$ cat src/rtl/board_mem_arbiter_if.sv
// ----------------------------------------------------------------------------
// board_mem_arbiter_if
//   Bundles the three requester ports and the board-state RAM bus that the
//   arbiter sits between.
//
//   Requester side : req0..2, addr0..2, we0, wdata0, lock1..2 (to arbiter)
//                    gnt0..2, rdata0..2, rvalid0..2           (from arbiter)
//   RAM side       : mem_en, mem_we, mem_addr, mem_wdata      (from arbiter)
//                    mem_rdata                                (to arbiter)
//   Status         : owner (current lock holder), busy        (from arbiter)
//
//   slave  : the arbiter's view.
//   master : the environment's view (requesters plus the RAM).
// ----------------------------------------------------------------------------
interface board_mem_arbiter_if #(
    parameter int AW = 16
);
    logic          req0, req1, req2;
    logic [AW-1:0] addr0, addr1, addr2;
    logic          we0;
    logic [7:0]    wdata0;
    logic          lock1, lock2;

    logic          gnt0, gnt1, gnt2;
    logic [7:0]    rdata0, rdata1, rdata2;
    logic          rvalid0, rvalid1, rvalid2;

    logic          mem_en;
    logic          mem_we;
    logic [AW-1:0] mem_addr;
    logic [7:0]    mem_wdata;
    logic [7:0]    mem_rdata;

    logic [1:0]    owner;
    logic          busy;

    modport slave (
        input  req0, req1, req2, addr0, addr1, addr2, we0, wdata0, lock1, lock2,
        input  mem_rdata,
        output gnt0, gnt1, gnt2, rdata0, rdata1, rdata2, rvalid0, rvalid1, rvalid2,
        output mem_en, mem_we, mem_addr, mem_wdata, owner, busy
    );

    modport master (
        output req0, req1, req2, addr0, addr1, addr2, we0, wdata0, lock1, lock2,
        output mem_rdata,
        input  gnt0, gnt1, gnt2, rdata0, rdata1, rdata2, rvalid0, rvalid1, rvalid2,
        input  mem_en, mem_we, mem_addr, mem_wdata, owner, busy
    );
endinterface

$ cat src/rtl/board_mem_arbiter.sv
// ----------------------------------------------------------------------------
// board_mem_arbiter
//   Shares the single-port board-state RAM between the referee writer
//   (port 0, fixed priority) and the two move-planner readers (ports 1 and 2,
//   round-robin). A reader may lock the RAM so a neighbourhood window read is
//   atomic against writes; a lock is force-released for one arbitration cycle
//   after MAX_LOCK owner transfers so a pending write cannot starve.
//   Read data is steered back to the issuing port by a tag shift register
//   that tracks the RAM read latency.
//
//   Parameters : RD_LAT   RAM read latency, 1..3 cycles
//                MAX_LOCK max owner transfers under one lock
//                AW       address width
//   Ports      : clk, rst_n (async, active low)
//                bus      board_mem_arbiter_if.slave (requesters + RAM)
// ----------------------------------------------------------------------------
module board_mem_arbiter #(
    parameter int RD_LAT   = 1,
    parameter int MAX_LOCK = 32,
    parameter int AW       = 16
) (
    input  logic                clk,
    input  logic                rst_n,
    board_mem_arbiter_if.slave  bus
);
    localparam int             CW         = $clog2(MAX_LOCK + 1);
    localparam logic [CW-1:0]  LOCK_LIMIT = CW'(MAX_LOCK);

    // Lock owner doubles as the lock FSM state: NONE = UNLOCKED.
    localparam logic [1:0] OWN_NONE = 2'd0;
    localparam logic [1:0] OWN_P1   = 2'd1;
    localparam logic [1:0] OWN_P2   = 2'd2;

    // Return tags carried alongside each issued transfer.
    localparam logic [1:0] TAG_NONE = 2'd0;   // write or empty slot
    localparam logic [1:0] TAG_P1   = 2'd1;
    localparam logic [1:0] TAG_P2   = 2'd2;
    localparam logic [1:0] TAG_P0   = 2'd3;   // port 0 read

    logic          rr_prefer2;                // 0: port 1 wins a tie
    logic [1:0]    owner_q;
    logic [CW-1:0] lock_cnt;
    logic [1:0]    tag_q [RD_LAT+1];

    logic          owner_lock, locked_now;
    logic          gnt0, gnt1, gnt2, any_gnt;
    logic [AW-1:0] win_addr;
    logic [1:0]    push_tag, ret_tag;
    logic          tag_live;

    // ------------------------------------------------------------------
    // Grant selection. A lock only binds while the owner keeps its lock
    // line high and has not used up its transfer budget; the cycle the
    // lock drops (or the budget runs out) is already a free cycle, so a
    // waiting write is granted immediately.
    // ------------------------------------------------------------------
    always_comb begin
        // NOTE: every signal driven here gets a default first so no path leaves it unassigned and infers a latch.
        owner_lock = (owner_q == OWN_P1 && bus.lock1) ||
                     (owner_q == OWN_P2 && bus.lock2);
        locked_now = owner_lock && (lock_cnt < LOCK_LIMIT);
        gnt0 = 1'b0;
        gnt1 = 1'b0;
        gnt2 = 1'b0;
        // Grants are gated by reset so every output is low while rst_n is low.
        if (rst_n) begin
            if (locked_now) begin
                gnt1 = (owner_q == OWN_P1) && bus.req1;
                gnt2 = (owner_q == OWN_P2) && bus.req2;
            end else if (bus.req0) begin
                gnt0 = 1'b1;
            end else if (bus.req1 && bus.req2) begin
                gnt1 = !rr_prefer2;
                gnt2 = rr_prefer2;
            end else begin
                gnt1 = bus.req1;
                gnt2 = bus.req2;
            end
        end
    end

    assign any_gnt = gnt0 | gnt1 | gnt2;

    // Winner's address and the tag it pushes into the return pipeline.
    always_comb begin
        win_addr = bus.addr0;
        push_tag = TAG_NONE;
        if (gnt0) begin
            push_tag = bus.we0 ? TAG_NONE : TAG_P0;
        end else if (gnt1) begin
            win_addr = bus.addr1;
            push_tag = TAG_P1;
        end else if (gnt2) begin
            win_addr = bus.addr2;
            push_tag = TAG_P2;
        end
    end

    // ------------------------------------------------------------------
    // Registered RAM command, round-robin pointer and lock state.
    // ------------------------------------------------------------------
    // NOTE: sequential state uses non-blocking assignments so every register samples pre-edge values.
    always_ff @(posedge clk or negedge rst_n) begin
        if (!rst_n) begin
            bus.mem_en    <= 1'b0;
            bus.mem_we    <= 1'b0;
            bus.mem_addr  <= '0;
            bus.mem_wdata <= '0;
            rr_prefer2    <= 1'b0;
            owner_q       <= OWN_NONE;
            lock_cnt      <= '0;
        end else begin
            bus.mem_en <= any_gnt;
            bus.mem_we <= gnt0 && bus.we0;
            if (any_gnt) begin
                bus.mem_addr <= win_addr;
            end
            if (gnt0 && bus.we0) begin
                bus.mem_wdata <= bus.wdata0;
            end

            if (gnt1) begin
                rr_prefer2 <= 1'b1;
            end else if (gnt2) begin
                rr_prefer2 <= 1'b0;
            end

            // Inside a binding lock only the owner can be granted, so any
            // reader grant is an owner transfer. Outside it, a locking reader
            // handshake (re)starts the lock at 1; anything else unlocks.
            if (locked_now) begin
                if (gnt1 || gnt2) begin
                    lock_cnt <= lock_cnt + CW'(1);
                end
            end else if (gnt1 && bus.lock1) begin
                owner_q  <= OWN_P1;
                lock_cnt <= CW'(1);
            end else if (gnt2 && bus.lock2) begin
                owner_q  <= OWN_P2;
                lock_cnt <= CW'(1);
            end else begin
                owner_q  <= OWN_NONE;
                lock_cnt <= '0;
            end
        end
    end

    // ------------------------------------------------------------------
    // Return tag pipeline: stage 0 lines up with mem_en, stage RD_LAT with
    // the cycle mem_rdata is valid.
    // ------------------------------------------------------------------
    always_ff @(posedge clk or negedge rst_n) begin
        if (!rst_n) begin
            // NOTE: this storage is reset on purpose; a stale tag would fire an rvalid for a read issued before reset.
            for (int i = 0; i <= RD_LAT; i++) begin
                tag_q[i] <= TAG_NONE;
            end
        end else begin
            tag_q[0] <= push_tag;
            for (int i = 1; i <= RD_LAT; i++) begin
                tag_q[i] <= tag_q[i-1];
            end
        end
    end

    always_comb begin
        tag_live = 1'b0;
        for (int i = 0; i <= RD_LAT; i++) begin
            if (tag_q[i] != TAG_NONE) begin
                tag_live = 1'b1;
            end
        end
    end

    assign ret_tag = tag_q[RD_LAT];

    assign bus.gnt0    = gnt0;
    assign bus.gnt1    = gnt1;
    assign bus.gnt2    = gnt2;
    assign bus.rvalid0 = (ret_tag == TAG_P0);
    assign bus.rvalid1 = (ret_tag == TAG_P1);
    assign bus.rvalid2 = (ret_tag == TAG_P2);
    assign bus.rdata0  = bus.rvalid0 ? bus.mem_rdata : 8'h00;
    assign bus.rdata1  = bus.rvalid1 ? bus.mem_rdata : 8'h00;
    assign bus.rdata2  = bus.rvalid2 ? bus.mem_rdata : 8'h00;
    assign bus.owner   = owner_q;
    assign bus.busy    = (owner_q != OWN_NONE) || tag_live;

endmodule

$ cat src/flat_wrapper.sv
// flat-port wrapper written by rule: the top's interface ports become plain ports
module board_mem_arbiter_flat 
#(
    parameter int RD_LAT   = 1,
    parameter int MAX_LOCK = 32,
    parameter int AW       = 16
)
  (clk, rst_n, bus_req0, bus_req1, bus_req2, bus_addr0, bus_addr1, bus_addr2, bus_we0, bus_wdata0, bus_lock1, bus_lock2, bus_mem_rdata, bus_gnt0, bus_gnt1, bus_gnt2, bus_rdata0, bus_rdata1, bus_rdata2, bus_rvalid0, bus_rvalid1, bus_rvalid2, bus_mem_en, bus_mem_we, bus_mem_addr, bus_mem_wdata, bus_owner, bus_busy);
  board_mem_arbiter_if #(.AW(AW)) bus_i ();
  input  logic clk;
  input  logic rst_n;
  input wire logic [$bits(bus_i.req0)-1:0] bus_req0;
  input wire logic [$bits(bus_i.req1)-1:0] bus_req1;
  input wire logic [$bits(bus_i.req2)-1:0] bus_req2;
  input wire logic [$bits(bus_i.addr0)-1:0] bus_addr0;
  input wire logic [$bits(bus_i.addr1)-1:0] bus_addr1;
  input wire logic [$bits(bus_i.addr2)-1:0] bus_addr2;
  input wire logic [$bits(bus_i.we0)-1:0] bus_we0;
  input wire logic [$bits(bus_i.wdata0)-1:0] bus_wdata0;
  input wire logic [$bits(bus_i.lock1)-1:0] bus_lock1;
  input wire logic [$bits(bus_i.lock2)-1:0] bus_lock2;
  input wire logic [$bits(bus_i.mem_rdata)-1:0] bus_mem_rdata;
  output wire logic [$bits(bus_i.gnt0)-1:0] bus_gnt0;
  output wire logic [$bits(bus_i.gnt1)-1:0] bus_gnt1;
  output wire logic [$bits(bus_i.gnt2)-1:0] bus_gnt2;
  output wire logic [$bits(bus_i.rdata0)-1:0] bus_rdata0;
  output wire logic [$bits(bus_i.rdata1)-1:0] bus_rdata1;
  output wire logic [$bits(bus_i.rdata2)-1:0] bus_rdata2;
  output wire logic [$bits(bus_i.rvalid0)-1:0] bus_rvalid0;
  output wire logic [$bits(bus_i.rvalid1)-1:0] bus_rvalid1;
  output wire logic [$bits(bus_i.rvalid2)-1:0] bus_rvalid2;
  output wire logic [$bits(bus_i.mem_en)-1:0] bus_mem_en;
  output wire logic [$bits(bus_i.mem_we)-1:0] bus_mem_we;
  output wire logic [$bits(bus_i.mem_addr)-1:0] bus_mem_addr;
  output wire logic [$bits(bus_i.mem_wdata)-1:0] bus_mem_wdata;
  output wire logic [$bits(bus_i.owner)-1:0] bus_owner;
  output wire logic [$bits(bus_i.busy)-1:0] bus_busy;
  assign bus_i.req0 = bus_req0;
  assign bus_i.req1 = bus_req1;
  assign bus_i.req2 = bus_req2;
  assign bus_i.addr0 = bus_addr0;
  assign bus_i.addr1 = bus_addr1;
  assign bus_i.addr2 = bus_addr2;
  assign bus_i.we0 = bus_we0;
  assign bus_i.wdata0 = bus_wdata0;
  assign bus_i.lock1 = bus_lock1;
  assign bus_i.lock2 = bus_lock2;
  assign bus_i.mem_rdata = bus_mem_rdata;
  assign bus_gnt0 = bus_i.gnt0;
  assign bus_gnt1 = bus_i.gnt1;
  assign bus_gnt2 = bus_i.gnt2;
  assign bus_rdata0 = bus_i.rdata0;
  assign bus_rdata1 = bus_i.rdata1;
  assign bus_rdata2 = bus_i.rdata2;
  assign bus_rvalid0 = bus_i.rvalid0;
  assign bus_rvalid1 = bus_i.rvalid1;
  assign bus_rvalid2 = bus_i.rvalid2;
  assign bus_mem_en = bus_i.mem_en;
  assign bus_mem_we = bus_i.mem_we;
  assign bus_mem_addr = bus_i.mem_addr;
  assign bus_mem_wdata = bus_i.mem_wdata;
  assign bus_owner = bus_i.owner;
  assign bus_busy = bus_i.busy;
  board_mem_arbiter #(.RD_LAT(RD_LAT), .MAX_LOCK(MAX_LOCK), .AW(AW)) u_core (.clk(clk), .rst_n(rst_n), .bus(bus_i));
endmodule
$ cat config.mk
export PLATFORM = sky130hd
export DESIGN_NAME = board_mem_arbiter_flat
export DESIGN_NICKNAME = d
export VERILOG_FILES = /design/src/rtl/board_mem_arbiter_if.sv /design/src/rtl/board_mem_arbiter.sv /design/src/flat_wrapper.sv
export SDC_FILE = /design/constraint.sdc
export NUM_CORES = 1
export LEC_CHECK = 0
export CORE_MARGIN = 2
export CORE_UTILIZATION = 35
export DETAILED_ROUTE_END_ITERATION = 10
export PLACE_DENSITY = 0.83
export SLEW_MARGIN = 20
export SYNTH_ARGS = -nofsm -noshare
export SYNTH_HDL_FRONTEND = slang
export SYNTH_SLANG_ARGS = --single-unit
$ cat constraint.sdc
create_clock -name clk -period 1.8 [get_ports clk]
set_clock_uncertainty 0.05 [all_clocks]
set_input_delay 0.36 -clock clk [delete_from_list [all_inputs] [get_ports clk]]
set_output_delay 0.36 -clock clk [all_outputs]
set_load 0.01 [all_outputs]
== Word level (Yosys, flattened, before mapping) ==
Cells that the tools add are included.

* Logic and storage cells: 67
* Output and inout port bits: 59
* Flip-flop bits (word level): 39
* Bits of input ports: 72

* Reduce and logical (&&, ||, !) cells: 17
* Equal/unequal tests: 6
* Order comparisons: 1
* Bitwise operators: 2
* $add $sub $neg: 1
* Mux-type cells: 31

{| class="wikitable"
|+ Operators with widths
! operator !! number
|-
| 2-to-1 mux 16 bit || 3
|-
| 2-to-1 mux 8 bit || 3
|-
| 2-to-1 mux 6 bit || 3
|-
| 2-to-1 mux 1 bit || 16
|-
| 2-to-1 mux 2 bit || 6
|-
| logical AND 1 bit || 9
|-
| nonzero test 2 bit || 4
|-
| adder 6 x 1 -> 6 bit, second input constant || 1
|-
| equality test 2 bit, second input constant || 3
|-
| less-than comparator 6 bit, second input constant || 1
|-
| equality test 2 x 1 -> 1 bit, second input constant || 2
|-
| logical OR 1 bit || 3
|-
| != test 2 bit, second input constant || 1
|-
| bitwise OR 1 bit || 2
|-
| zero test 1 bit || 1
|}

== Logic depth before layout (Yosys ltp) ==
* Depth in word-level cells: 10
* Mapped depth: 7
* Mapped depth without buffers: 5

== Worst setup path after synthesis ==
Ideal clock, no wire load.

* Path kind: reg2out
* From: register u_core.owner_q[0] (netlist: u_core.bus.owner[0])
* To: output port bus_gnt0
* Data arrival time: 1405 ps
* Setup slack: -15 ps
* Stages on the path, launching flop included: 5
* Path buffers: 2
* Data required time: 1390 ps
* Cell sequence: dfrtp_1 and4bb_2 nor3_1 buf_2 buf_4

* Longest elaborated chain between the ends: 6
* Elaborated cells on any way between the ends: 8
* Those cells by class: eq/ne: 2; mux: 2; reduce/logical: 4

{| class="wikitable"
|+ Ends and longest elaborated chain
! what !! line !! RTL
|-
| start: declaration || board_mem_arbiter.sv:41 || <nowiki>logic [1:0] owner_q;</nowiki>
|-
| start signal: assignment || board_mem_arbiter.sv:110 || <nowiki>owner_q <= OWN_NONE;</nowiki>
|-
| start signal: assignment || board_mem_arbiter.sv:136 || <nowiki>owner_q <= OWN_P1;</nowiki>
|-
| start signal: assignment || board_mem_arbiter.sv:139 || <nowiki>owner_q <= OWN_P2;</nowiki>
|-
| equality test 2 x 1 -> 1 bit / equality test 2 bit (equally long branches) || board_mem_arbiter.sv:59, board_mem_arbiter.sv:60 ||
|-
| logical AND 1 bit, on equally long branches || board_mem_arbiter.sv:59, board_mem_arbiter.sv:60 ||
|-
| logical OR 1 bit (*) || board_mem_arbiter.sv:59 || <nowiki>owner_lock = (owner_q == OWN_P1 && bus.lock1) ||</nowiki>
|-
| logical AND 1 bit (*) || board_mem_arbiter.sv:61 || <nowiki>locked_now = owner_lock && (lock_cnt < LOCK_LIMIT);</nowiki>
|-
| 2-to-1 mux 1 bit (*) || board_mem_arbiter.sv:67 || <nowiki>if (locked_now) begin</nowiki>
|-
| 2-to-1 mux 1 bit (*) || board_mem_arbiter.sv:66 || <nowiki>if (rst_n) begin</nowiki>
|-
| end: declaration || flat_wrapper.sv:23 || <nowiki>output wire logic [$bits(bus_i.gnt0)-1:0] bus_gnt0;</nowiki>
|}

Every way passes the cells marked *; elsewhere a longest branch is shown, timed or not.

== Worst setup path after layout ==
* From: register u_core.owner_q[1] (netlist: u_core.bus.owner[1])
* To: output port bus_gnt0

The elaborated chain is that of the path after synthesis.

==> reports/metrics.json <==
{
  "number_of_gates_on_the_worst_path_with_buffers_counted": 3,
  "post-route-worst-setup-slack_ns": -0.1025,
  "number_of_buffers_inserted_by_port_buffering": 130,
  "timing.critical_path.arrival_ns": 1.49,
  "fin_util_pct": 69.04,
  "post_synth.cell_area_avg_um2": 10.13,
  "synth.area.top_cells": "dfrtp_1 41%, a32oi_1 5.9%, nand3b_1 5.1%",
  "worst-setup-path-type": "reg2out",
  "setup_violations": 22,
  "clock_group_share_of_total_power_pct": 23.5,
  "final_layout_size_suffix_gt1_share_pct": 31.84,
  "syn-num-nets": 307,
  "grt_max_degree": 28,
  "power_frac_seq_pct": 37.4,
  "die_width_um": 86.31,
  "final_cell_mix": "91 x clkdlybuf4s50_1, 37 x dfrtp_1, 35 x buf_4",
  "synth.largest_area_cell": "dfrtp_1",
  "number_of_global_route_vias_before_repair": 2788,
  "grt_pass1_wl_mm": 13.52,
  "design_area_mm2": 0.004459,
  "synthDominantCellAreaShare_pct": 41.16,
  "avgRoutedWirePerCell_um": 18.22,
  "initialDrtViolationCount": 202,
  "antenna_left": 0,
  "tritoncts": "done",
  "critical_path.n_buffers_inverters": 1,
  "max-vdd-ir-drop_mv": 0.3956,
  "clockRootBuffer": "clkbuf_8",
  "worst-slew-pin-transition_ns": 0.3469,
  "grt_remaining_overflow": 0,
  "path_depth_of_the_worst_reg2reg_path": 7,
  "critPathLaunchType": "flip-flop",
  "final_nets": 474,
  "final_common_cell": "clkdlybuf4s50_1",
  "initial_cell_density_of_the_core_pct": 36.71,
  "reg2reg_to": "u_core.bus.mem_addr[14]",
  "r2r_start": "u_core.bus.owner[1]",
  "relSlewSlack_pct": 76.87,
  "timing.critical_path.slowest_stage_cell": "dfrtp_2",
  "cellInternalPower_mw": 2.019,
  "achievable-frequency_ghz": 0.5256,
  "fin_setup_tns_ns": -1.728,
  "fin_hold_ws_ns": 0.06755,
  "timing.critical_path.to": "bus_gnt0",
  "cp_data_required_time_ns": 1.39,
  "number_of_antenna_violations_at_the_first_check_in_global_routing": 0,
  "cellLeakagePower_nw": 1.916,
  "detailed_place.area_mm2": 0.004021,
  "critical_path.endpoint_type": "primary output",
  "number_of_instances_in_the_synthesized_netlist": 234,
  "clk-insertion-delay-late_ns": 0.30,
  "violations_in_the_final_reports": "negative setup slack",
  "timing_max_transition_violations_final": 0,
  "synthDistinctLibCells": 46,
  "post-route-min-period_ns": 1.902,
  "gpl.final_weighted_congestion": 0.8726,
  "critical-path-top-delay-family": "simple AND/OR/NAND/NOR gates",
  "synth_async_sr_flop_share_pct": 100.0,
  "final_count_of_hold_timing_violations": 0,
  "p_sw_uw": 900.0,
  "total_clock_buffers_created_by_cts": 5,
  "drt_wl_total_mm": 8.725,
  "post_detailed_route_drc_marker_count": 0,
  "crit_start": "u_core.bus.owner[1]",
  "dp_hpwl_mm": 6.103,
  "most_used_flip_flop_cell_after_synthesis": "dfrtp_1",
  "core_area_mm2": 0.006459,
  "mappedNetlistArea_mm2": 0.002371,
  "fill_cells": 478,
  "placement_rows": 29,
  "synth-seq-cells": 39,
  "max_stage_delay_ns": 0.46,
  "num_antenna_cells": 0,
  "number_of_enable_type_register_cells_in_the_synthesized_netlist": 0,
  "fp.dieH_um": 86.31,
  "fin_crit_share_pct": 105.7,
  "grt_use_total_pct": 22.90,
  "clk_sink_count": 39,
  "rsz0062_at_grt": "true",
  "timing.reg2reg.setup_slack_ns": -0.10,
  "hold_path.class": "in2async",
  "clock_pin_slew_on_the_worst_setup_and_hold_paths_ns": 0.08,
  "cp_max_fo": 6,
  "status": "finished, violations left",
  "cts.htree.levels": 2,
  "power.density_mw_per_mm2": 654.6,
  "comb_power_share_pct": 39.1,
  "die_area_mm2": 0.007449,
  "vias": 2687,
  "drt-vias-per-instance": 5.610,
  "ys.warnings.count": 0,
  "path_cells": "and4bb_2, nor3_4, buf_2",
  "io_pins": 131,
  "area_growth_pct": 88.07,
  "detail_route.first_pass.iterations": 5,
  "cts-root-to-sink-buffers": 2,
  "power.switching_fraction_pct": 30.83,
  "number_of_max_cap_violations": 0,
  "ys_seq_area_share_pct": 41.16
}
==> layout make-up <==
class | instances | area, µm² | share of cell area, %
Tap cell | 77 | 96.34 | 2.160
Inverter | 4 | 27.53 | 0.6173
Sequential cell | 39 | 978.4 | 21.94
Timing Repair Buffer | 177 | 1633 | 36.62
Clock inverter | 1 | 7.507 | 0.1684
Timing Repair inverter | 1 | 7.507 | 0.1684
Clock buffer | 7 | 96.34 | 2.160
Multi-Input combinational cell | 173 | 1613 | 36.17
==> power groups by stage <==
stage                     clock network, mW  registers [mW]  logic (mW)
final                                 0.687            1.09        1.14
after detailed placement                  0            1.09        1.02
after CTS                             0.689            1.08        1.04
after global placement                    0            1.09       0.994
after global routing                  0.722            1.10        1.22
after floorplan                           0            1.13       0.332
==> layer usage <==
layer	vias to the layer above	track usage [%]	share of wire, %
met3	19	5.619	9.4
met2	159	39.61	49
met5	-	0	0
met1	1271	28.28	40
li1	1238	-	-
met4	0	7.102	2.0
==> worst reg2reg max path: stages (launching register included) <==
cell and delay, ns:
dfrtp_2 0.46, buf_6 0.14, buf_6 0.10, and4b_2 0.26
or2_4 0.27, mux2i_4 0.21, clkbuf_16 0.22, o31ai_2 0.08
==> registers in the layout, summed over array words and instances, names as in the netlist <==
signal / cells
u_core.bus.mem_addr: 16
u_core.bus.mem_wdata: 8
u_core.lock_cnt: 6
u_core.bus.owner: 2
u_core.ret_tag: 2
u_core.tag_q: 2
u_core.bus.mem_en: 1
u_core.bus.mem_we: 1
u_core.rr_prefer2: 1
==> cell usage after synthesis (2+ instances only) <==
cell	instances
o31ai_1	7
inv_1	3
o22ai_1	16
buf_2	5
and2_1	17
xor2_1	3
and3_1	8
nor2_1	7
nand4bb_1	2
a32oi_1	16
o21a_1	2
nor2b_1	2
and4b_1	2
dfrtp_1	39
and3b_1	2
nor3_1	2
nand3_1	2
nand2_1	10
mux2_2	8
o31ai_2	9
a21oi_1	18
clkbuf_1	11
o21ai_0	3
nand3b_1	16
o2111ai_1	3
==> logic make-up (layout without fill, tap and decap cells) <==
kind of cell,after synthesis,after routing,synth area share [%]
AO/OA/AOI/OAI,80,80,25.59
XOR/XNOR,4,4,1.478
adder cells (fa/ha/maj),1,1,0.5276
buffers and inverters,22,190,4.221
flip-flops,39,39,41.16
multiplexers,10,10,5.172
AND/OR/NAND/NOR,78,78,21.85
==> timing repair <==
action,4_1_cts,5_1_grt
pin swaps,10,17
endpoints found under the hold margin,1,0
setup buffers,5,3
gates resized for setup,92,57
setup endpoints to repair,40,48
hold buffers,1,0
gates cloned,1,1
==> per-stage QoR <==
stage / power (mW) / worst slack (ns) / std cells
2_1_floorplan: 1.467 / 0.0001426 / 234
3_3_place_gp: 2.083 / -0.5832 / 462
3_5_place_dp: 2.104 / -0.6288 / 462
4_1_cts: 2.809 / -0.08423 / 477
5_1_grt: 3.043 / -0.1587 / 479
6_report: 2.919 / -0.1025 / 479
==> worst min-delay path by stage <==
| stage | startpoint | to | cells after the start |
|---|---|---|---|
| floorplan | rst_n | u_core.bus.mem_addr[0] | 0 |
| global placement | rst_n | u_core.lock_cnt[5] | 2 |
| detailed placement | rst_n | u_core.lock_cnt[5] | 2 |
| CTS | rst_n | u_core.bus.mem_wdata[2] | 2 |
| global route | rst_n | u_core.lock_cnt[0] | 2 |
| finish | rst_n | u_core.bus.mem_wdata[2] | 2 |
No activity file was read; power rests on OpenSTA's default activity.
